**src/rtl/lvds_stream_packer_pkg.sv**
```systemverilog
// Shared sizing helpers for the LVDS stream packer and its beat FIFO.
package lvds_stream_packer_pkg;

  function automatic int unsigned clog2(input int unsigned value);
    int unsigned result;
    result = 0;
    while ((32'd1 << result) < value) result = result + 1;
    return result;
  endfunction

  // Counter width that stays at least one bit for degenerate ranges.
  function automatic int unsigned cnt_width(input int unsigned range);
    return (range <= 1) ? 1 : clog2(range);
  endfunction

  function automatic int unsigned ratio(input int unsigned out_width, input int unsigned in_width);
    return out_width / in_width;
  endfunction

  function automatic int unsigned level_width(input int unsigned depth);
    return clog2(depth) + 1;
  endfunction

endpackage

```
**src/rtl/stream_sync_fifo.sv**
```systemverilog
// Show-ahead synchronous FIFO; a write into a full FIFO is accepted only alongside a read.
module stream_sync_fifo
  import lvds_stream_packer_pkg::*;
#(
  parameter int unsigned WIDTH = 64,
  parameter int unsigned DEPTH = 32
) (
  input  logic                          i_clk,
  input  logic                          i_rst_n,
  input  logic                          wr_en,
  input  logic [WIDTH-1:0]              wr_data,
  input  logic                          rd_en,
  output logic [WIDTH-1:0]              rd_data,
  output logic                          full,
  output logic                          empty,
  output logic [level_width(DEPTH)-1:0] level
);

  localparam int unsigned AW = cnt_width(DEPTH);
  localparam int unsigned LW = level_width(DEPTH);
  localparam int unsigned MEM_DEPTH = 2 ** AW;

  logic [WIDTH-1:0] mem [MEM_DEPTH];
  logic [AW-1:0]    wr_ptr;
  logic [AW-1:0]    rd_ptr;
  logic [LW-1:0]    level_next_c;
  logic             wr_do_c;
  logic             rd_do_c;

  always_comb begin
    rd_do_c      = rd_en & ~empty;
    wr_do_c      = wr_en & (~full | rd_do_c);
    level_next_c = level + LW'(wr_do_c) - LW'(rd_do_c);
  end

  assign full    = (level == LW'(DEPTH));
  assign rd_data = mem[rd_ptr];

  always_ff @(posedge i_clk) begin
    if (wr_do_c) mem[wr_ptr] <= wr_data;
  end

  // Pointers wrap naturally; level tracks writes minus reads with one extra bit.
  always_ff @(posedge i_clk or negedge i_rst_n) begin
    if (!i_rst_n) begin
      wr_ptr <= '0;
      rd_ptr <= '0;
      level  <= '0;
      empty  <= 1'b1;
    end else begin
      if (wr_do_c) wr_ptr <= wr_ptr + AW'(1);
      if (rd_do_c) rd_ptr <= rd_ptr + AW'(1);
      level <= level_next_c;
      empty <= (level_next_c == '0);
    end
  end

endmodule

```
**src/rtl/lvds_stream_packer.sv**
```systemverilog
// Packs narrow LVDS samples into AXI-Stream beats, buffers them, and marks tlast every BURST_LEN beats.
module lvds_stream_packer
  import lvds_stream_packer_pkg::*;
#(
  parameter int unsigned IN_WIDTH   = 16,
  parameter int unsigned OUT_WIDTH  = 64,
  parameter int unsigned BURST_LEN  = 16,
  parameter int unsigned FIFO_DEPTH = 32
) (
  input  logic                               i_clk,
  input  logic                               i_rst_n,
  input  logic                               i_enable,
  input  logic [IN_WIDTH-1:0]                i_data,
  input  logic                               i_valid,
  input  logic                               i_sof,
  output logic [OUT_WIDTH-1:0]               m_tdata,
  output logic                               m_tvalid,
  output logic                               m_tlast,
  input  logic                               m_tready,
  input  logic                               i_ovf_clr,
  output logic                               o_overflow,
  output logic [level_width(FIFO_DEPTH)-1:0] o_fifo_level
);

  localparam int unsigned RATIO  = ratio(OUT_WIDTH, IN_WIDTH);
  localparam int unsigned LANE_W = cnt_width(RATIO);
  localparam int unsigned BEAT_W = cnt_width(BURST_LEN);

  logic [LANE_W-1:0]    lane_cnt;
  logic [LANE_W-1:0]    lane_sel_c;
  logic [LANE_W-1:0]    lane_next_c;
  logic [OUT_WIDTH-1:0] partial;
  logic [OUT_WIDTH-1:0] word_c;
  logic                 take_c;
  logic                 complete_c;
  logic [BEAT_W-1:0]    beat_cnt;
  logic                 last_beat_c;
  logic                 pop_c;
  logic                 drop_c;
  logic [OUT_WIDTH-1:0] fifo_rd_data;
  logic                 fifo_full;
  logic                 fifo_empty;

  // Frame start restarts packing in lane 0 with an empty partial word.
  always_comb begin
    take_c     = i_valid & i_enable;
    lane_sel_c = i_sof ? '0 : lane_cnt;
    word_c     = i_sof ? '0 : partial;
    for (int i = 0; i < int'(RATIO); i++) begin
      if (lane_sel_c == LANE_W'(i)) word_c[i*IN_WIDTH +: IN_WIDTH] = i_data;
    end
    complete_c  = take_c & (lane_sel_c == LANE_W'(RATIO - 1));
    lane_next_c = complete_c ? '0 : lane_sel_c + LANE_W'(1);
  end

  always_ff @(posedge i_clk or negedge i_rst_n) begin
    if (!i_rst_n) begin
      lane_cnt <= '0;
      partial  <= '0;
    end else if (!i_enable) begin
      lane_cnt <= '0;
      partial  <= '0;
    end else if (take_c) begin
      lane_cnt <= lane_next_c;
      partial  <= complete_c ? '0 : word_c;
    end
  end

  stream_sync_fifo #(
    .WIDTH (OUT_WIDTH),
    .DEPTH (FIFO_DEPTH)
  ) u_fifo (
    .i_clk   (i_clk),
    .i_rst_n (i_rst_n),
    .wr_en   (complete_c),
    .wr_data (word_c),
    .rd_en   (m_tready),
    .rd_data (fifo_rd_data),
    .full    (fifo_full),
    .empty   (fifo_empty),
    .level   (o_fifo_level)
  );

  always_comb begin
    pop_c       = m_tready & ~fifo_empty;
    drop_c      = complete_c & fifo_full & ~pop_c;
    last_beat_c = (beat_cnt == BEAT_W'(BURST_LEN - 1));
  end

  assign m_tvalid = ~fifo_empty;
  assign m_tdata  = fifo_empty ? '0 : fifo_rd_data;
  assign m_tlast  = ~fifo_empty & last_beat_c;

  // Beat position within the burst; the clear wins over a same-cycle overflow.
  always_ff @(posedge i_clk or negedge i_rst_n) begin
    if (!i_rst_n) begin
      beat_cnt   <= '0;
      o_overflow <= 1'b0;
    end else begin
      if (pop_c) beat_cnt <= last_beat_c ? '0 : beat_cnt + BEAT_W'(1);
      if (i_ovf_clr)   o_overflow <= 1'b0;
      else if (drop_c) o_overflow <= 1'b1;
    end
  end

endmodule
```
**config.mk**
```make
export PLATFORM = sky130hd
export DESIGN_NAME = lvds_stream_packer
export DESIGN_NICKNAME = d
export VERILOG_FILES = /design/src/rtl/lvds_stream_packer_pkg.sv /design/src/rtl/stream_sync_fifo.sv /design/src/rtl/lvds_stream_packer.sv
export SDC_FILE = /design/constraint.sdc
export NUM_CORES = 2
export LEC_CHECK = 0
export CAP_MARGIN = 20
export CORE_MARGIN = 2
export CORE_UTILIZATION = 54
export CTS_BUF_LIST = sky130_fd_sc_hd__clkbuf_2
export DETAILED_ROUTE_END_ITERATION = 8
export DONT_BUFFER_PORTS = 1
export GPL_ROUTABILITY_DRIVEN = 0
export PLACE_DENSITY_LB_ADDON = 0.12
export SLEW_MARGIN = 5
export SYNTH_ARGS = -nofsm -noshare
export SYNTH_HDL_FRONTEND = slang
export SYNTH_SLANG_ARGS = --single-unit
export TNS_END_PERCENT = 100
```
**constraint.sdc**
```tcl
create_clock -name i_clk -period 4.7 [get_ports i_clk]
set_input_delay 0.94 -clock i_clk [delete_from_list [all_inputs] [get_ports i_clk]]
set_output_delay 0.94 -clock i_clk [all_outputs]
set_load 0.03 [all_outputs]
```
==> flow_metrics.env <==
export IMPL_crit_arrival_ns=4.23
export IMPL_synth_warnings=0
export IMPL_min_from="m_tready"
export IMPL_ys_flop_type="edfxtp_1"
export IMPL_final_layout_size_suffix_gt1_frac=0.382
export IMPL_cp_required_ns=3.76
export IMPL_max_freq_ghz=0.194
export IMPL_root_buffer="clkbuf_2"
export IMPL_slowest_delay_ns=0.53
export IMPL_p_leak_nw=32.1
export IMPL_finalSetupViolCount=64
export IMPL_finalWorstSetupSlack_ns=-0.467
export IMPL_fin_area_um2=96500
export IMPL_yosysSeqAreaShare=0.773
export IMPL_wl_per_cell_um=32.0
export IMPL_synth_distinct_cells=46
export IMPL_post_route_period_util=1.10
export IMPL_nFillCells=10800
export IMPL_rsz0062_at_grt="true"
export IMPL_hpwlAfterDp_mm=109
export IMPL_wl_mm=226
export IMPL_clock_skew_ns=0.0964
export IMPL_drv_slew=0
export IMPL_r2r_start="u_fifo.level[4]"
export IMPL_syn_inst=3888
export IMPL_ir_drop_mv=0.507
export IMPL_hold_class="in -> reg"
export IMPL_r2r_slack_ns=1.00
export IMPL_cts_made_buffers=553
export IMPL_netlist_area_leader_share=0.747
export IMPL_finalPower_mw=53.8
export IMPL_clkSinkCount=2136
export IMPL_remaining_drc_errors=0
export IMPL_io_pins=96
export IMPL_syn_area_um2=82400
export IMPL_period_minus_slack_ns=5.17
export IMPL_path_class="reg -> out"
export IMPL_area_delta_synth_final_pct=17.2
export IMPL_nets=4739
export IMPL_grt_ovfl_total=0
export IMPL_status="finished, violations left"
export IMPL_dieArea_um2=156000
export IMPL_placed_area_um2=87100
export IMPL_pre_cts_slack_ns=0.636
export IMPL_cts_tree="built"
export IMPL_synth_seq_cells=2136
export IMPL_crit_family="multiplexers"
export IMPL_endpoint_kind="primary output"
export IMPL_hold_slack_ns=0.238
export IMPL_crit_path_start_kind="flip-flop"
export IMPL_h_tree_depth=6
export IMPL_crit_path_end="m_tdata[39]"
export IMPL_rr_endpoint="u_fifo.empty"
export IMPL_fp_dieH_um=395
export IMPL_grt_pass1_vias=45500
export IMPL_viasPerCell=6.32
export IMPL_slew_headroom=0.189
export IMPL_worst_pin_slew_ns=1.22
export IMPL_maxCapViolCount=0
export IMPL_worstPathMaxFanout=6
export IMPL_async_flop_share=0.0412
export IMPL_antenna_found_initial=16
export IMPL_grt_usage=0.292
export IMPL_core_um2=152000
export IMPL_die_w_um=395
export IMPL_worst_path_buf_inv=5
export IMPL_grt_max_degree=89
export IMPL_syn_area_per_cell_um2=21.2
export IMPL_rows=143
export IMPL_violations="negative setup slack"
export IMPL_critPathSlowestCell="mux4_2"
export IMPL_grt_pass1_wl_mm=321
export IMPL_hold_viol=0
export IMPL_ant_nets=0
export IMPL_syn_num_nets=3930
export IMPL_start_util=0.543
export IMPL_cp_num_cells=9
export IMPL_first_pass_iters=6
export IMPL_yosys_top_cells_area="edfxtp_1, mux4_2, mux2i_1"
export IMPL_vias=44700
export IMPL_clk_pin_slew_ns=0.11
export IMPL_port_buffers=0
export IMPL_synth_largest_area_cell="edfxtp_1"
export IMPL_powerDensity_nw_per_um2=557
export IMPL_worstRegToRegCells=10
export IMPL_synth_edf_count=2048
export IMPL_worstSetupStartpoint="u_fifo.rd_ptr[0]"
export IMPL_path_cells="buf_12 -> buf_16 -> buf_16 -> mux4_2 -> mux4_2 -> nor2_2 -> a31oi_2 -> buf_6 -> buf_6"
export IMPL_cts_path_max_buffers=4
export IMPL_insertion_delay_ns=1.74
export IMPL_drtIter0Drc=5470
## final cells by class
class	instances	area, um2	area share
inverters	16	60.1	0.000622
clock buffers	786	3930	0.0408
clock inverters	111	507	0.00525
repair buffers	481	6690	0.0693
flip-flops and latches	2136	63700	0.660
diodes	10	25.0	0.000259
multi-input cells	1509	19100	0.197
well taps	2030	2540	0.0263
## metrics by stage
| step | TNS (ns) | instances | utilization |
|---|---|---|---|
| after floorplan | -1280.81 | 3888 | - |
| after global placement | 0 | 5954 | 0.574 |
| after detailed placement | 0 | 5955 | 0.574 |
| after CTS | -37.75 | 7029 | 0.629 |
| after global routing | -39.81 | 7077 | 0.636 |
| final | -23.37 | 7079 | 0.636 |
## timing repair
action / 4_1_cts / 5_1_grt
gates resized for setup: 258 / 124
cloned: 38 / 7
setup buffers: 114 / 30
pin swaps: 52 / 50
endpoints found under the setup margin: 64 / 64
hold buffers: 28 / 1
endpoints found under the hold margin: 2123 / 31
## cells by family after synthesis
kind of cell	count (synthesis)	share of synthesized area
DFF	2136	0.773
muxes	703	0.150
and+or+nand+nor	394	0.0223
AOI/OAI and AO/OA	380	0.0355
buffers and inverters	244	0.0146
adders and majority gates	19	0.00298
xor gates and xnor gates	12	0.00128
## report_power, final
part	internal, mW	switching [mW]
combinational	9.75	11.1
sequential	20.8	0.275
clock	4.58	7.18
total	35.2	18.6
## state kept, by name (all words and copies together) (netlist names)
register and count:
beat_cnt 4, lane_cnt 2, o_overflow 1, partial 64
u_fifo.empty 1, u_fifo.level 6, u_fifo.mem 2048, u_fifo.rd_ptr 5
u_fifo.wr_ptr 5
## worst min-delay path, cell delays in order
cell           delay [ns]
dlygate4sd3_1        0.54
nand2b_1             0.24
nand2_1              0.15
nand2_1              0.05
## cell usage in the layout (no fill, tap or decap), types with 40 or more instances in the layout
master / synthesis / layout
buf_16: 0 / 54
nand4_1: 40 / 40
buf_4: 19 / 214
a22o_1: 139 / 139
clkinv_1: 0 / 85
nand2_1: 133 / 131
nor2_4: 0 / 52
a21oi_1: 44 / 44
dfrtp_1: 87 / 82
buf_6: 20 / 52
edfxtp_1: 2048 / 2048
clkbuf_2: 0 / 786
mux4_2: 421 / 421
mux2i_1: 245 / 243
nor2_1: 108 / 41
buf_12: 0 / 100
## Yosys cell counts, drive strengths merged, types with 2 or more instances
| master | number |
|---|---|
| clkbuf | 117 |
| inv | 16 |
| o21ai | 11 |
| nand2 | 133 |
| or3b | 2 |
| a22o | 139 |
| o22ai | 27 |
| a211oi | 64 |
| nand2b | 6 |
| mux2i | 245 |
| buf | 111 |
| nor2b | 44 |
| nand4 | 40 |
| a31oi | 37 |
| a21oi | 45 |
| o221ai | 27 |
| a2111oi | 27 |
| xor2 | 3 |
| xnor2 | 9 |
| or2 | 2 |
| ha | 18 |
| edfxtp | 2048 |
| nor2 | 108 |
| and3 | 13 |
| nand3 | 7 |
| nor3 | 28 |
| nand3b | 6 |
| mux4 | 421 |
| mux2 | 37 |
| dfrtp | 87 |
## metal layers
| layer | wire length (um) | vias up | global-route usage | share of wire |
|---|---|---|---|---|
| met5 | 122 | - | 0 | 0.00054 |
| met4 | 5080 | 18 | 0.0824 | 0.022 |
| met3 | 22900 | 384 | 0.0692 | 0.10 |
| met2 | 106000 | 2633 | 0.443 | 0.47 |
| met1 | 92000 | 23500 | 0.428 | 0.41 |
| li1 | - | 18200 | - | - |
## how the worst min path moves through the flow
stage	slack, ns	depth (start not counted)	to
6_report	0.24	4	beat_cnt[1]
3_3_place_gp	0.48	1	beat_cnt[3]
2_1_floorplan	0.45	1	beat_cnt[3]
4_1_cts	0.009	4	beat_cnt[1]
5_1_grt	0.03	4	beat_cnt[1]
3_5_place_dp	0.48	1	lane_cnt[1]
(Power assumes the default switching activity.)
